File: src/rtl/mips_pkg.sv
// rtl/mips_pkg.sv - shared fetch FSM state encoding and instruction size constant
package mips_pkg;

    typedef enum logic [1:0] {
        FETCH = 2'd0,
        HOLD  = 2'd1,
        DROP  = 2'd2
    } fetch_state_e;

    localparam int INSTR_BYTES = 4;

endpackage

File: src/rtl/fetch_ctrl_if.sv
// rtl/fetch_ctrl_if.sv - instruction-memory read port between fetch_ctrl and the memory
interface fetch_ctrl_if #(
    parameter int WL = 32
) ();
    logic          imem_req;
    logic [WL-1:0] imem_addr;
    logic          imem_ready;
    logic [31:0]   imem_rdata;

    modport master (
        output imem_req,
        output imem_addr,
        input  imem_ready,
        input  imem_rdata
    );

    modport slave (
        input  imem_req,
        input  imem_addr,
        output imem_ready,
        output imem_rdata
    );
endinterface

File: src/rtl/sat_counter.sv
// rtl/sat_counter.sv - up counter that sticks at all-ones
module sat_counter #(
    parameter int W = 32
) (
    input  logic         CLK,
    input  logic         RST,
    input  logic         inc_i,
    output logic [W-1:0] cnt_o
);
    logic [W-1:0] cnt_q;

    always_ff @(posedge CLK or posedge RST) begin
        if (RST) begin
            cnt_q <= '0;
        end else if (inc_i && (cnt_q != '1)) begin
            cnt_q <= cnt_q + {{(W-1){1'b0}}, 1'b1};
        end
    end

    assign cnt_o = cnt_q;
endmodule

File: src/rtl/fetch_ctrl.sv
// rtl/fetch_ctrl.sv - IF-stage fetch controller with IF/ID register and redirect handling
// Optional stall counter output enabled by FETCH_STALL_CNT_EN.
module fetch_ctrl
    import mips_pkg::*;
#(
    parameter int            WL      = 32,
    parameter logic [WL-1:0] RST_VEC = '0
) (
    input  logic          CLK,
    input  logic          RST,
    input  logic [WL-1:0] PC_in,
    input  logic          stall_i,
    input  logic          br_taken,
    input  logic [WL-1:0] br_target,
    input  logic          jmp,
    input  logic [WL-1:0] jmp_target,
    fetch_ctrl_if.master  imem,
    output logic [WL-1:0] PC_next,
    output logic          PC_EN,
    output logic [31:0]   IFID_instr,
    output logic [WL-1:0] IFID_pc4,
    output logic          IFID_valid
`ifdef FETCH_STALL_CNT_EN
    ,
    output logic [31:0]   stall_cnt
`endif
);
    fetch_state_e  state_q, state_d;
    logic [31:0]   hold_q, hold_d;
    logic [31:0]   ifid_instr_q, ifid_instr_d;
    logic [WL-1:0] ifid_pc4_q, ifid_pc4_d;
    logic          ifid_valid_q, ifid_valid_d;
    logic          req;
    logic          redirect;
    logic [WL-1:0] redirect_tgt;
    logic [WL-1:0] pc_seq;

    assign redirect     = jmp | br_taken;
    assign redirect_tgt = jmp ? jmp_target : br_target;
    assign pc_seq       = PC_in + WL'(INSTR_BYTES);

    always_ff @(posedge CLK or posedge RST) begin
        if (RST) begin
            state_q <= FETCH;
        end else begin
            state_q <= state_d;
        end
    end

    always_comb begin
        state_d = state_q;
        case (state_q)
            FETCH: begin
                if (redirect) begin
                    state_d = imem.imem_ready ? FETCH : DROP;
                end else if (imem.imem_ready && stall_i) begin
                    state_d = HOLD;
                end
            end
            HOLD: begin
                if (redirect || !stall_i) begin
                    state_d = FETCH;
                end
            end
            DROP: begin
                if (imem.imem_ready) begin
                    state_d = FETCH;
                end
            end
            default: state_d = FETCH;
        endcase
    end

    // A redirect always wins over stall and voids whatever is captured or in flight.
    always_comb begin
        req          = 1'b0;
        PC_EN        = 1'b0;
        PC_next      = pc_seq;
        hold_d       = hold_q;
        ifid_instr_d = ifid_instr_q;
        ifid_pc4_d   = ifid_pc4_q;
        ifid_valid_d = ifid_valid_q;
        if (RST) begin
            PC_EN   = 1'b1;
            PC_next = RST_VEC;
        end else if (redirect) begin
            req          = (state_q == FETCH);
            PC_EN        = 1'b1;
            PC_next      = redirect_tgt;
            ifid_valid_d = 1'b0;
            hold_d       = '0;
        end else begin
            case (state_q)
                FETCH: begin
                    req = 1'b1;
                    if (imem.imem_ready && !stall_i) begin
                        PC_EN        = 1'b1;
                        ifid_instr_d = imem.imem_rdata;
                        ifid_pc4_d   = pc_seq;
                        ifid_valid_d = 1'b1;
                    end else if (imem.imem_ready) begin
                        hold_d = imem.imem_rdata;
                    end else if (!stall_i) begin
                        ifid_valid_d = 1'b0;
                    end
                end
                HOLD: begin
                    if (!stall_i) begin
                        PC_EN        = 1'b1;
                        ifid_instr_d = hold_q;
                        ifid_pc4_d   = pc_seq;
                        ifid_valid_d = 1'b1;
                    end
                end
                default: ;
            endcase
        end
    end

    always_ff @(posedge CLK or posedge RST) begin
        if (RST) begin
            hold_q       <= '0;
            ifid_instr_q <= '0;
            ifid_pc4_q   <= '0;
            ifid_valid_q <= 1'b0;
        end else begin
            hold_q       <= hold_d;
            ifid_instr_q <= ifid_instr_d;
            ifid_pc4_q   <= ifid_pc4_d;
            ifid_valid_q <= ifid_valid_d;
        end
    end

    assign imem.imem_req  = req;
    assign imem.imem_addr = PC_in;
    assign IFID_instr     = ifid_instr_q;
    assign IFID_pc4       = ifid_pc4_q;
    assign IFID_valid     = ifid_valid_q;

`ifdef FETCH_STALL_CNT_EN
    sat_counter #(
        .W(32)
    ) u_stall_cnt (
        .CLK  (CLK),
        .RST  (RST),
        .inc_i((state_q == FETCH) && (stall_i || !imem.imem_ready)),
        .cnt_o(stall_cnt)
    );
`endif
endmodule

File: src/flat_wrapper.sv
// flat-port wrapper written by rule: the top's interface ports become plain ports
module fetch_ctrl_flat import mips_pkg::*;
#(
    parameter int            WL      = 32,
    parameter logic [WL-1:0] RST_VEC = '0
)
  (CLK, RST, PC_in, stall_i, br_taken, br_target, jmp, jmp_target, PC_next, PC_EN, IFID_instr, IFID_pc4, IFID_valid, imem_imem_req, imem_imem_addr, imem_imem_ready, imem_imem_rdata);
  fetch_ctrl_if #(.WL(WL)) imem_i ();
  input  logic CLK;
  input  logic RST;
  input  logic [WL-1:0] PC_in;
  input  logic stall_i;
  input  logic br_taken;
  input  logic [WL-1:0] br_target;
  input  logic jmp;
  input  logic [WL-1:0] jmp_target;
  output logic [WL-1:0] PC_next;
  output logic PC_EN;
  output logic [31:0] IFID_instr;
  output logic [WL-1:0] IFID_pc4;
  output logic IFID_valid;
  output wire logic [$bits(imem_i.imem_req)-1:0] imem_imem_req;
  output wire logic [$bits(imem_i.imem_addr)-1:0] imem_imem_addr;
  input wire logic [$bits(imem_i.imem_ready)-1:0] imem_imem_ready;
  input wire logic [$bits(imem_i.imem_rdata)-1:0] imem_imem_rdata;
  assign imem_imem_req = imem_i.imem_req;
  assign imem_imem_addr = imem_i.imem_addr;
  assign imem_i.imem_ready = imem_imem_ready;
  assign imem_i.imem_rdata = imem_imem_rdata;
  fetch_ctrl #(.WL(WL), .RST_VEC(RST_VEC)) u_core (.CLK(CLK), .RST(RST), .PC_in(PC_in), .stall_i(stall_i), .br_taken(br_taken), .br_target(br_target), .jmp(jmp), .jmp_target(jmp_target), .imem(imem_i), .PC_next(PC_next), .PC_EN(PC_EN), .IFID_instr(IFID_instr), .IFID_pc4(IFID_pc4), .IFID_valid(IFID_valid));
endmodule
File: config.mk
export PLATFORM = sky130hd
export DESIGN_NAME = fetch_ctrl_flat
export DESIGN_NICKNAME = d
export VERILOG_FILES = /design/src/rtl/mips_pkg.sv /design/src/rtl/fetch_ctrl_if.sv /design/src/rtl/sat_counter.sv /design/src/rtl/fetch_ctrl.sv /design/src/flat_wrapper.sv
export SDC_FILE = /design/constraint.sdc
export NUM_CORES = 1
export LEC_CHECK = 0
export ABC_CLOCK_PERIOD_IN_PS = 3500
export CAP_MARGIN = 25
export CELL_PAD_IN_SITES_DETAIL_PLACEMENT = 0
export CELL_PAD_IN_SITES_GLOBAL_PLACEMENT = 2
export CORE_MARGIN = 2
export CORE_UTILIZATION = 23
export DETAILED_ROUTE_END_ITERATION = 16
export PLACE_DENSITY = 0.8
export SYNTH_ARGS = -nofsm -noshare
export SYNTH_HDL_FRONTEND = slang
export SYNTH_SLANG_ARGS = --single-unit
export TNS_END_PERCENT = 1
File: constraint.sdc
create_clock -name CLK -period 3.5 [get_ports CLK]
set_input_delay 0.7 -clock CLK [delete_from_list [all_inputs] [get_ports CLK]]
set_output_delay 0.7 -clock CLK [all_outputs]
set_load 0.005 [all_outputs]
### After elaboration in Yosys (flattened, before gate mapping)

Index checks and enable logic that the tools add are counted.

| storage, ports and cells | value |
|---|---|
| output and inout port bits | 131 |
| logic and storage cells | 66 |
| register bits after elaboration | 99 |
| bits of input ports | 134 |

| operators by class | value |
|---|---|
| reductions and logical operators | 13 |
| multiplexer cells | 33 |
| equality and inequality tests | 11 |
| bitwise operators | 3 |
| $add $sub $neg | 1 |

Operator list:

| kind | count |
|---|---|
| 32-bit 2-to-1 mux | 11 |
| 32-bit case mux with 2 select lines | 2 |
| 32-bit by 3-bit adder with 32-bit output (second input constant) | 1 |
| 1-bit 2-to-1 mux | 12 |
| 2-bit 2-to-1 mux | 5 |
| 5-bit AND reduction | 2 |
| 4-bit by 3-bit inequality test with 1-bit output (second input constant) | 2 |
| 2-bit inequality test (second input constant) | 3 |
| 2-bit case mux with 3 select lines | 1 |
| 2-bit nonzero test | 3 |
| 2-bit by 1-bit inequality test with 1-bit output (second input constant) | 2 |
| 1-bit case mux with 2 select lines | 2 |
| 4-bit AND reduction | 1 |
| 3-bit by 1-bit inequality test with 1-bit output (second input constant) | 1 |
| 3-bit by 2-bit inequality test with 1-bit output (second input constant) | 1 |
| 3-bit AND reduction | 1 |
| 3-bit nonzero test | 1 |
| 2-bit by 1-bit equality test with 1-bit output (second input constant) | 1 |
| 2-bit equality test (second input constant) | 1 |
| 1-bit logical AND | 2 |
| 2-bit zero test | 1 |
| 1-bit inverter | 2 |
| 1-bit zero test | 1 |
| 1-bit logical OR | 1 |
| 1-bit bitwise OR | 1 |

### Logic depth before layout (Yosys ltp)

Gate-level depths: netlist of run 1.

| logic depth | value |
|---|---|
| depth after elaboration | 6 |
| depth in mapped cells | 9 |
| mapped depth without buffers | 6 |

### Worst setup path before layout of run 1

Ideal clock, no wire load.

| timing | value |
|---|---|
| path type | input to register |
| start point | input RST |
| end point | register u_core.ifid_pc4_q[0], in the netlist u_core.IFID_pc4[0] |
| library setup time | 0.125 ns |
| buffers on the path | 2 |
| data arrival time | 3.102 ns |
| stages on the path | 6 |
| slack | 0.273 ns |
| required time | 3.375 ns |
| cell sequence | inv_2 nand2_4 or4_1 buf_2 buf_6 mux2_4 |

| between the ends | value |
|---|---|
| cells in the longest elaborated chain, start to end | 2 |

Ends and longest elaborated chain:

| item | RTL line | source |
|---|---|---|
| start, declared | flat_wrapper.sv:10 | `input logic RST;` |
| 1-bit inverter (no source line) | -- |  |
| 5-bit AND reduction (no source line) | -- |  |
| end signal, assigned | fetch_ctrl.sv:129 | `ifid_pc4_q <= ifid_pc4_d;` |
| end, declared | fetch_ctrl.sv:31 | `logic [WL-1:0] ifid_pc4_q, ifid_pc4_d;` |

Every way passes these cells.
A chain may end at the register's enable or synchronous reset.

### Worst setup path in the final report of run 1

| timing | value |
|---|---|
| start point | input PC_in[2] |
| end point | output PC_next[18] |

| between the ends | value |
|---|---|
| cells in the longest elaborated chain, start to end | 3 |

Ends and longest elaborated chain:

| item | RTL line | source |
|---|---|---|
| start, declared | flat_wrapper.sv:11 | `input logic [WL-1:0] PC_in;` |
| 32-bit by 3-bit adder with 32-bit output | fetch_ctrl.sv:40 | `assign pc_seq = PC_in + WL'(INSTR_BYTES);` |
| 32-bit 2-to-1 mux | fetch_ctrl.sv:86 | `end else if (redirect) begin` |
| 32-bit 2-to-1 mux | fetch_ctrl.sv:83 | `if (RST) begin` |
| end, declared | flat_wrapper.sv:17 | `output logic [WL-1:0] PC_next;` |

Every way passes these cells.

==> results of run 1 <==
==> area by class of cell <==
cell class	count	area share
multi-input cells	392	0.2844
inverters	7	0.003131
repair buffers	356	0.3668
clock buffers	9	0.02451
flip-flops and latches	99	0.2696
clock inverters	7	0.008169
well taps	319	0.04343
==> report_power, final <==
group	total (uW)	leakage (uW)	switching, uW	internal, uW
sequential	1410	0.00130	90.8	1320
clock	1030	0.000144	471	560
combinational	1070	0.00257	410	657
==> layer usage <==
metal	wire length, um	vias up	global-route usage	share of wire
met1	8918	2490	0.2013	0.43
met2	9864	189	0.2809	0.48
li1	-	2603	-	-
met4	289	0	0.04026	0.014
met3	1617	15	0.05534	0.078
met5	0	-	0	0
==> flip-flops by register name (all words and copies together) (netlist names) <==
| signal | count |
|---|---|
| u_core.IFID_instr | 32 |
| u_core.IFID_pc4 | 32 |
| u_core.hold_q | 32 |
| u_core.state_q | 2 |
| u_core.IFID_valid | 1 |
==> stage by stage <==
step                      total power (uW)  hold WS (ps)
after floorplan                       1753         472.7
after global placement                2510         460.6
after detailed placement              2516         469.4
after CTS                             3566         486.3
after global routing                  3729         501.7
final                                 3507         478.3
==> timing repair <==
item | CTS | global route
pin swaps | 9 | 6
resized for setup | 31 | 32
setup endpoints to repair | 24 | 22
setup buffers | 1 | 1
cloned | 0 | 0
==> worst max-delay path by stage <==
stage	startpoint	end	slack (ps)	cells past startpoint
2_1_floorplan	RST	u_core.IFID_pc4[0]$_DFFE_PP0P_	270	6
3_3_place_gp	PC_in[2]	PC_next[16]	-380	9
3_5_place_dp	PC_in[2]	PC_next[16]	-380	9
4_1_cts	PC_in[11]	PC_next[21]	-190	9
5_1_grt	PC_in[2]	PC_next[18]	-270	10
6_report	PC_in[2]	PC_next[18]	-150	10
==> tightest hold or removal path, cell delays in order, from the launching register on <==
cell     delay [ps]
dfrtp_1         340
nand2_1          40
o21ai_0          60
==> placed cells by master, fill, tap and decap left out, drive strengths merged, types with 11 or more instances in the layout <==
master,Yosys,routed
a21oi,16,16
mux2i,41,41
clkdlybuf4s50,0,235
o21ai,71,71
buf,47,94
nand2,79,79
nor3,11,11
dlygate4sd2,0,11
dfrtp,99,99
nor2,28,28
dlymetal6s2s,0,11
clkbuf,24,12
xor2,15,15
a22o,32,32
==> logic make-up after synthesis <==
family	share of synthesized area
compound gates	0.1887
mux	0.08684
xor+xnor	0.04042
flops	0.4573
buf+inv	0.08314
simple gates	0.1413
fa+ha+maj	0.002309
==> flow_summary_export.csv, run 1 <==
group,metric,value,unit
sta,post-route-min-period,3653,ps
sta,rsz0062_at_grt,"yes",
cts,clk_latency,350,ps
critical_path,cp_max_fo,6,
yosys,synth-seq-area-share,0.4573,
die,die_height,157.5,um
critical_path,worstSetupPathType,"primary input to primary output",
yosys,synth_area_leader_cell,"dfrtp_1",
yosys,synth-edff-count,0,
cts,cts_buffer_depth,2,
yosys,yosys.area.top_type_share,0.4573,
critical_path,r2r_cells,4,
critical_path,path_cells,"clkdlybuf4s50_1 > ha_2 > nand4_1 > buf_4 > nor2_1 > buf_4 > nand3_1 > mux2i_1 > a21oi_1 > clkdlybuf4s50_1",
yosys,ys_ff_latch,99,
layout,multi_input_area,2614,um^2
routing,num_vias,5297,
layout,regArea,2477,um^2
routing,vias_per_cell,4.455,
routing,ant_nets,0,
sta,slew_violations,0,
routing,first_pass_iters,4,
sta,tns,-398.1,ps
cts,cts_num_sinks,99,
critical_path,end_kind,"primary output",
die,num_rows,56,
sta,fmax,273.7,MHz
layout,fin_cells,1189,
yosys,async_reset_ff_frac,1.000,
critical_path,cp-start-kind,"primary input",
sta,worst_slack,-153.1,ps
yosys,synth-main-ff-cell,"dfrtp_1",
cts,cts_tree,"built",
routing,drt-initial-drc-count,239,
critical_path,reg2reg_to,"u_core.IFID_instr[13]$_DFFE_PP0P_",
grt,track_usage,0.1652,
die,die_w,157.5,um
hold_path,hold_path_end,"u_core.IFID_instr[24]$_DFFE_PP0P_",
sta,setup_violations,4,
grt,antenna_found_initial,0,
placed_design,dp_slack,-382.6,ps
layout,design.final.nets,1000,
placed_design,dp.final_hpwl,15730,um
critical_path,max_stage_delay,520,ps
sta,fin_crit_sh,1.044,
power,peakVddDrop,0.1872,mV
yosys,syn_area,5418,um^2
grt,grt_pass1_vias,5428,
critical_path,reg2reg_slack,1530,ps
sta,tightest_slew,772.5,ps
placed_design,place_inst,1170,
cts,h-tree-depth,3,
grt,grt.overflow.total,0,
routing,finalWirelength,20690,um
power,powerDensity,381.6,nW/um^2
die,ioPinCount,265,
cts,hold_buffers,0,
sta,slew_headroom,0.4839,
yosys,avgSynthCellArea,9.521,um^2
routing,wl_per_cell,17.40,um
run_status,status,"finished, violations left",
hold_path,min_path_type,"register to register",
layout,fin_area,9190,um^2
critical_path,crit_slowest_cell,"clkdlybuf4s50_1",
yosys,yosys-top-cells-count,"99 x dfrtp_1, 78 x nand2_1, 47 x o21ai_1, 41 x mux2i_1",
critical_path,cp.required,2800,ps
routing,drc_errors,0,
critical_path,path_buf_inv,4,
die,core,23260,um^2
yosys,synth_cell_types,47,
layout,utilization,0.3951,
grt,grt_pass1_wl,30990,um
yosys,synth_nets,704,
placed_design,place.gp.congestion,0.8590,
yosys,netlist_top_cells_area,"dfrtp_1 46%, mux2i_1 7.6%, nand2_1 5.4%, a22o_1 5.2%, buf_4 4.4%",
layout,area_growth,69.63,%
hold_path,min_path_cells,2,
grt,grt_max_degree,71,
placed_design,port_buffers,264,
sta,hold_viol_final,0,
layout,final.fill_count,2404,
die,start_util,0.2329,
critical_path,crit_arrival,2950,ps
yosys,synth.most_common_cell,"dfrtp_1",
run_status,violations,"negative setup slack",
sta,finalClockSkew,9.814,ps
power,power.leakage,0.004019,uW
cts,cts-root-buf,"clkbuf_16",
hold_path,hp-start,"u_core.IFID_instr[24]$_DFFE_PP0P_",
die,die-area,24800,um^2
layout,drive_above_1_share,0.1632,
placed_design,placed_cell_area,8737,um^2
layout,antenna_cells,0,
critical_path,regToRegStartpoint,"u_core.state_q[1]$_DFFE_PP0P_",
yosys,ys_warn_count,0,
yosys,syn_inst,569,
run,max_cap_violations,0,
cts,numCtsBuffers,9,
cts,clkSlewWorstSetupHoldPaths,70,ps
critical_path,critPathTopFamily,"buffers and inverters",
Power figures use the tool's default switching activity.
==> run 2, diff against run 1 <==
Settings changed: HOLD_SLACK_MARGIN set to 0.06.
==> results of run 2 <==
The final DEF is identical to that of run 1; final timing and power are the same.
